## src/rtl/serial_link_pkg.sv

```systemverilog
// Shared definitions for the serial link: frame width, transmitter states and
// bit-order selectors used by both the transmitter and the matching receiver.
package serial_link_pkg;

    localparam int SER_WIDTH = 4;

    localparam bit MSB_FIRST_C = 1'b1;
    localparam bit LSB_FIRST_C = 1'b0;

    typedef enum logic {
        IDLE  = 1'b0,
        SHIFT = 1'b1
    } tx_state_t;

endpackage

```

## src/rtl/piso_tx_if.sv

```systemverilog
// Load handshake and serial output bundle of the transmitter. The word source
// takes the master modport and the transmitter takes the slave modport.
interface piso_tx_if
    import serial_link_pkg::*;
#(
    parameter int WIDTH = SER_WIDTH
);

    logic             load_valid;
    logic             load_ready;
    logic [WIDTH-1:0] pdata;
    logic             dout;
    logic             dout_valid;
    logic             frame_start;
    logic             frame_done;
    logic             busy;

    modport master (
        output load_valid,
        output pdata,
        input  load_ready,
        input  dout,
        input  dout_valid,
        input  frame_start,
        input  frame_done,
        input  busy
    );

    modport slave (
        input  load_valid,
        input  pdata,
        output load_ready,
        output dout,
        output dout_valid,
        output frame_start,
        output frame_done,
        output busy
    );

endinterface

```

## src/rtl/piso_tx.sv

```systemverilog
// Parallel-in serial-out transmitter: accepts a word over valid/ready and emits
// it one bit per enabled clock, with frame markers and gapless back-to-back frames.
module piso_tx
    import serial_link_pkg::*;
#(
    parameter int WIDTH     = SER_WIDTH,
    parameter bit MSB_FIRST = MSB_FIRST_C
) (
    input  logic     clk,
    input  logic     rst,
    input  logic     ce,
    piso_tx_if.slave bus
);

    localparam int             CW      = $clog2(WIDTH);
    localparam logic [CW-1:0]  LAST    = CW'(WIDTH - 1);
    localparam logic [CW-1:0]  PENULT  = CW'(WIDTH - 2);

    tx_state_t        state;
    logic [WIDTH-1:0] sreg;
    logic [CW-1:0]    cnt;
    logic             dout_r;
    logic             dout_valid_r;
    logic             frame_start_r;
    logic             frame_done_r;
    logic             busy_r;

    logic             load_ready;
    logic             accept;
    logic             first_bit;
    logic             next_bit;
    logic [WIDTH-1:0] shifted;

    // A new word is only taken while idle or on the last bit of a frame, so
    // back-to-back frames chain without a gap.
    assign load_ready = rst & ce & ((state == IDLE) | ((state == SHIFT) & (cnt == LAST)));
    assign accept     = bus.load_valid & load_ready;

    always_comb begin
        first_bit = 1'b0;
        next_bit  = 1'b0;
        shifted   = '0;
        if (MSB_FIRST) begin
            first_bit = bus.pdata[WIDTH-1];
            next_bit  = sreg[WIDTH-2];
            shifted   = {sreg[WIDTH-2:0], 1'b0};
        end else begin
            first_bit = bus.pdata[0];
            next_bit  = sreg[1];
            shifted   = {1'b0, sreg[WIDTH-1:1]};
        end
    end

    // With ce low everything holds, so pulse outputs stretch across the stall.
    always_ff @(posedge clk or negedge rst) begin
        if (!rst) begin
            state         <= IDLE;
            sreg          <= '0;
            cnt           <= '0;
            dout_r        <= 1'b0;
            dout_valid_r  <= 1'b0;
            frame_start_r <= 1'b0;
            frame_done_r  <= 1'b0;
            busy_r        <= 1'b0;
        end else if (ce) begin
            if (accept) begin
                state         <= SHIFT;
                sreg          <= bus.pdata;
                cnt           <= '0;
                dout_r        <= first_bit;
                dout_valid_r  <= 1'b1;
                frame_start_r <= 1'b1;
                frame_done_r  <= 1'b0;
                busy_r        <= 1'b1;
            end else if (state == SHIFT) begin
                if (cnt == LAST) begin
                    state         <= IDLE;
                    sreg          <= '0;
                    cnt           <= '0;
                    dout_r        <= 1'b0;
                    dout_valid_r  <= 1'b0;
                    frame_start_r <= 1'b0;
                    frame_done_r  <= 1'b0;
                    busy_r        <= 1'b0;
                end else begin
                    sreg          <= shifted;
                    cnt           <= cnt + CW'(1);
                    dout_r        <= next_bit;
                    frame_start_r <= 1'b0;
                    frame_done_r  <= (cnt == PENULT);
                end
            end
        end
    end

    assign bus.load_ready  = load_ready;
    assign bus.dout        = dout_r;
    assign bus.dout_valid  = dout_valid_r;
    assign bus.frame_start = frame_start_r;
    assign bus.frame_done  = frame_done_r;
    assign bus.busy        = busy_r;

endmodule

```

## src/flat_wrapper.sv

```systemverilog
// flat-port wrapper written by rule: the top's interface ports become plain ports
module piso_tx_flat import serial_link_pkg::*;
#(
    parameter int WIDTH     = SER_WIDTH,
    parameter bit MSB_FIRST = MSB_FIRST_C
)
  (clk, rst, ce, bus_load_valid, bus_pdata, bus_load_ready, bus_dout, bus_dout_valid, bus_frame_start, bus_frame_done, bus_busy);
  piso_tx_if #(.WIDTH(WIDTH)) bus_i ();
  input  logic clk;
  input  logic rst;
  input  logic ce;
  input wire logic [$bits(bus_i.load_valid)-1:0] bus_load_valid;
  input wire logic [$bits(bus_i.pdata)-1:0] bus_pdata;
  output wire logic [$bits(bus_i.load_ready)-1:0] bus_load_ready;
  output wire logic [$bits(bus_i.dout)-1:0] bus_dout;
  output wire logic [$bits(bus_i.dout_valid)-1:0] bus_dout_valid;
  output wire logic [$bits(bus_i.frame_start)-1:0] bus_frame_start;
  output wire logic [$bits(bus_i.frame_done)-1:0] bus_frame_done;
  output wire logic [$bits(bus_i.busy)-1:0] bus_busy;
  assign bus_i.load_valid = bus_load_valid;
  assign bus_i.pdata = bus_pdata;
  assign bus_load_ready = bus_i.load_ready;
  assign bus_dout = bus_i.dout;
  assign bus_dout_valid = bus_i.dout_valid;
  assign bus_frame_start = bus_i.frame_start;
  assign bus_frame_done = bus_i.frame_done;
  assign bus_busy = bus_i.busy;
  piso_tx #(.WIDTH(WIDTH), .MSB_FIRST(MSB_FIRST)) u_core (.clk(clk), .rst(rst), .ce(ce), .bus(bus_i));
endmodule
```

## config.mk

```make
export PLATFORM = sky130hd
export DESIGN_NAME = piso_tx_flat
export DESIGN_NICKNAME = d
export VERILOG_FILES = /design/src/rtl/serial_link_pkg.sv /design/src/rtl/piso_tx_if.sv /design/src/rtl/piso_tx.sv /design/src/flat_wrapper.sv
export SDC_FILE = /design/constraint.sdc
export NUM_CORES = 1
export LEC_CHECK = 0
export CAP_MARGIN = 20
export CORE_AREA = 2 2 39 41
export DETAILED_ROUTE_END_ITERATION = 10
export DIE_AREA = 0 0 41 43
export GPL_TIMING_DRIVEN = 0
export HOLD_SLACK_MARGIN = 0.12
export PLACE_DENSITY = 0.67
export SLEW_MARGIN = 25
export SYNTH_ARGS = -nofsm -noshare
export SYNTH_HDL_FRONTEND = slang
export SYNTH_SLANG_ARGS = --single-unit
```

## constraint.sdc

```tcl
create_clock -name clk -period 2.5 [get_ports clk]
set_clock_uncertainty 0.1 [all_clocks]
set_input_delay 0.375 -clock clk [delete_from_list [all_inputs] [get_ports clk]]
set_output_delay 0.375 -clock clk [all_outputs]
set_load 0.005 [all_outputs]
```

==> results of run 1 <==
[stage by stage]
step	util, %	std cells	hold slack [ns]
finish	52.1	83	0.0932
global route	52.1	83	0.156
CTS	52.1	83	0.123
detailed placement	49.5	79	0.372
global placement	49.5	79	0.369
floorplan	-	51	-0.0206
[cells in the final DEF, fill, tap and decap left out]
master	count
a21o_1	1
a21o_2	3
a21oi_1	7
a22o_1	1
a311oi_1	3
and2_2	1
and2_4	1
and3_4	1
buf_4	1
buf_6	2
clkbuf_4	3
clkbuf_8	1
clkdlybuf4s50_1	11
dfrtp_1	10
dlygate4sd2_1	1
ha_1	2
inv_1	4
nand2_1	2
nand2b_1	1
nand3_1	1
nand4_1	3
nand4b_1	1
o21ai_0	3
o31ai_1	1
o31ai_2	2
[timing repair]
action,CTS,global route
resized for setup,1,0
setup buffers,0,0
setup endpoints to repair,1,0
endpoints found under the hold margin,0,0
[metal layers]
metal	part of all wire, %	GRT usage, %	wire (µm)
met5	0	0	0
met1	51	22.5	570
met4	2.4	10.0	27
met3	6.1	3.14	69
met2	41	19.7	458
[layout make-up]
type | instances | area (µm²)
clock buffers | 4 | 36.3
plain buffers | 3 | 30.0
multi-input cells | 34 | 250
repair buffers | 12 | 119
well taps | 16 | 20.0
fillers | 119 | 663
inverters | 4 | 15.0
flip-flops and latches | 10 | 250
[worst max-delay path: stages, from the launching register on]
cell             delay, ns
dfrtp_1               0.41
ha_1                  0.25
nand2b_1              0.26
and2_2                0.22
clkdlybuf4s50_1       0.43
[flip-flops by register name, indices dropped and copies added (netlist names)]
name / cells
u_core.bus.frame_done: 1
u_core.sreg: 3
u_core.bus.frame_start: 1
u_core.bus.dout_valid: 1
u_core.state: 1
u_core.bus.dout: 1
u_core.cnt: 2
[logic make-up after synthesis]
| logic type | share of synthesized area [%] |
|---|---|
| and+or+nand+nor | 13.5 |
| adders and majority gates | 4.59 |
| AOI/OAI and AO/OA | 27.8 |
| DFF | 45.9 |
| buffers and inverters | 8.26 |
[worst max-delay path by stage]
stage,start,endpoint,cells after the start
floorplan,u_core.cnt[0],u_core.bus.dout_valid,5
global placement,rst,bus_load_ready,4
detailed placement,rst,bus_load_ready,4
CTS,rst,bus_load_ready,4
global route,rst,bus_load_ready,4
finish,u_core.cnt[0],bus_load_ready,4
[report_power, final]
part           leakage, nW  internal, mW  total [mW]  switching [mW]
Sequential           0.122         0.235       0.285          0.0501
Combinational        0.169         0.181       0.319           0.137
Clock               0.0210        0.0887       0.154          0.0656
Total                0.312         0.505       0.758           0.253
==> impl_metrics.toml, run 1 <==
[run_status]
status = "completed"

[global_route]
grt_pass1_vias = 384
grt_antenna_before_repair = 0
grt.total_usage_pct = 15.4
grt_max_degree = 15
grt_overflow = 0
grt_pass1_wl_um = 1790

[floorplan]
rows = 14
die_area_um2 = 1760
core-area_um2 = 1380
start_util_pct = 39.4
ioPinCount = 14
fp.dieW_um = 41
die_h_um = 43

[pwr]
irDropWorstVdd_mv = 0.487
p_per_area_nw_per_um2 = 1050
total_power_mw = 0.758
leakage_nw = 0.312

[critical_path]
path_class = "register to output pin"
cp-start-kind = "register"
regToRegSetupSlack_ns = 0.85
critPathCaptureType = "output pin"
worst_r2r_path_depth = 5
r2r-start = "u_core.cnt[0]"
cp.required_ns = 2.03
critPathArrivalTime_ns = 1.85
r2r-end = "u_core.bus.dout_valid"
crit_fanout = 6

[synthesis]
async_flop_share_pct = 100
syn-cell-area_um2 = 546
synth_top_cells_by_area = "dfrtp_1 46%, a21oi_1 6.4%, a21o_2 4.8%, a311oi_1 4.8%, ha_1 4.6%"
synth_edf_count = 0
synth.distinct_cells = 21
synth_nets = 61
synth_flop_cell = "dfrtp_1"
synth-seq-cells = 10
ys_seq_area_share_pct = 45.9
yosys.area.top_type_share_pct = 45.9
ys_warn_count = 0
yosysMostFrequentCell = "dfrtp_1"
synth_area_leader_cell = "dfrtp_1"
ys_top_cells_by_count = "10 x dfrtp_1, 7 x a21oi_1, 4 x inv_1"
synth_cells = 51
avgSynthCellArea_um2 = 10.7

[clock_tree]
cts_inserted_buffers = 3
h-tree-depth = 1
tritoncts = "yes"
clock_path_buffers = 2
clock-sinks = 10
clk_latency_ns = 0.28
ctsHoldBuffers = 0
path_clk_slew_ns = 0.07
clock-root-buffer = "clkbuf_4"

[drt]
drt-pass1-iter-count = 4
routed_wl_um = 1130
via_per_inst = 5.36
antenna_left = 0
drc = 0
drt_iter0_drc = 9
wire_per_inst_um = 13.6
vias = 445

[timing]
tns_ns = 0
slew_headroom_pct = 61.7
setup_viol = 0
period_needed_ns = 2.32
finalHoldViolCount = 0
rsz0062_at_grt = "no"
worst_pin_slew_ns = 0.574
max_freq_ghz = 0.430
worst_slack_ns = 0.175
period_share_pct = 93.0
report.final.slew_viol_count = 0

[finish]
drive_gt1_share_pct = 22.4
final_area_um2 = 721
nNetsFinal = 78
num_antenna_cells = 0
syn2layout_area_growth_pct = 32.1

[placement]
place_ws_ns = -0.149
place.gp.congestion = 0.706
dpl-instance-area_um2 = 686
dp_hpwl_um = 801
port_buffers = 12

[job]
maxCapViolCount = 0

[min_path]
hp-class = "primary input to asynchronous set/reset pin"
No activity file was read; power rests on OpenSTA's default activity.
==> run 2, diff against run 1 <==
--- a/config.mk
+++ b/config.mk
@@ -12,6 +12,7 @@
 export GPL_TIMING_DRIVEN = 0
 export HOLD_SLACK_MARGIN = 0.12
 export PLACE_DENSITY = 0.67
+export SKIP_LAST_GASP = 1
 export SLEW_MARGIN = 25
 export SYNTH_ARGS = -nofsm -noshare
 export SYNTH_HDL_FRONTEND = slang
==> results of run 2 <==
The final DEF is identical to that of run 1; final timing and power are the same.
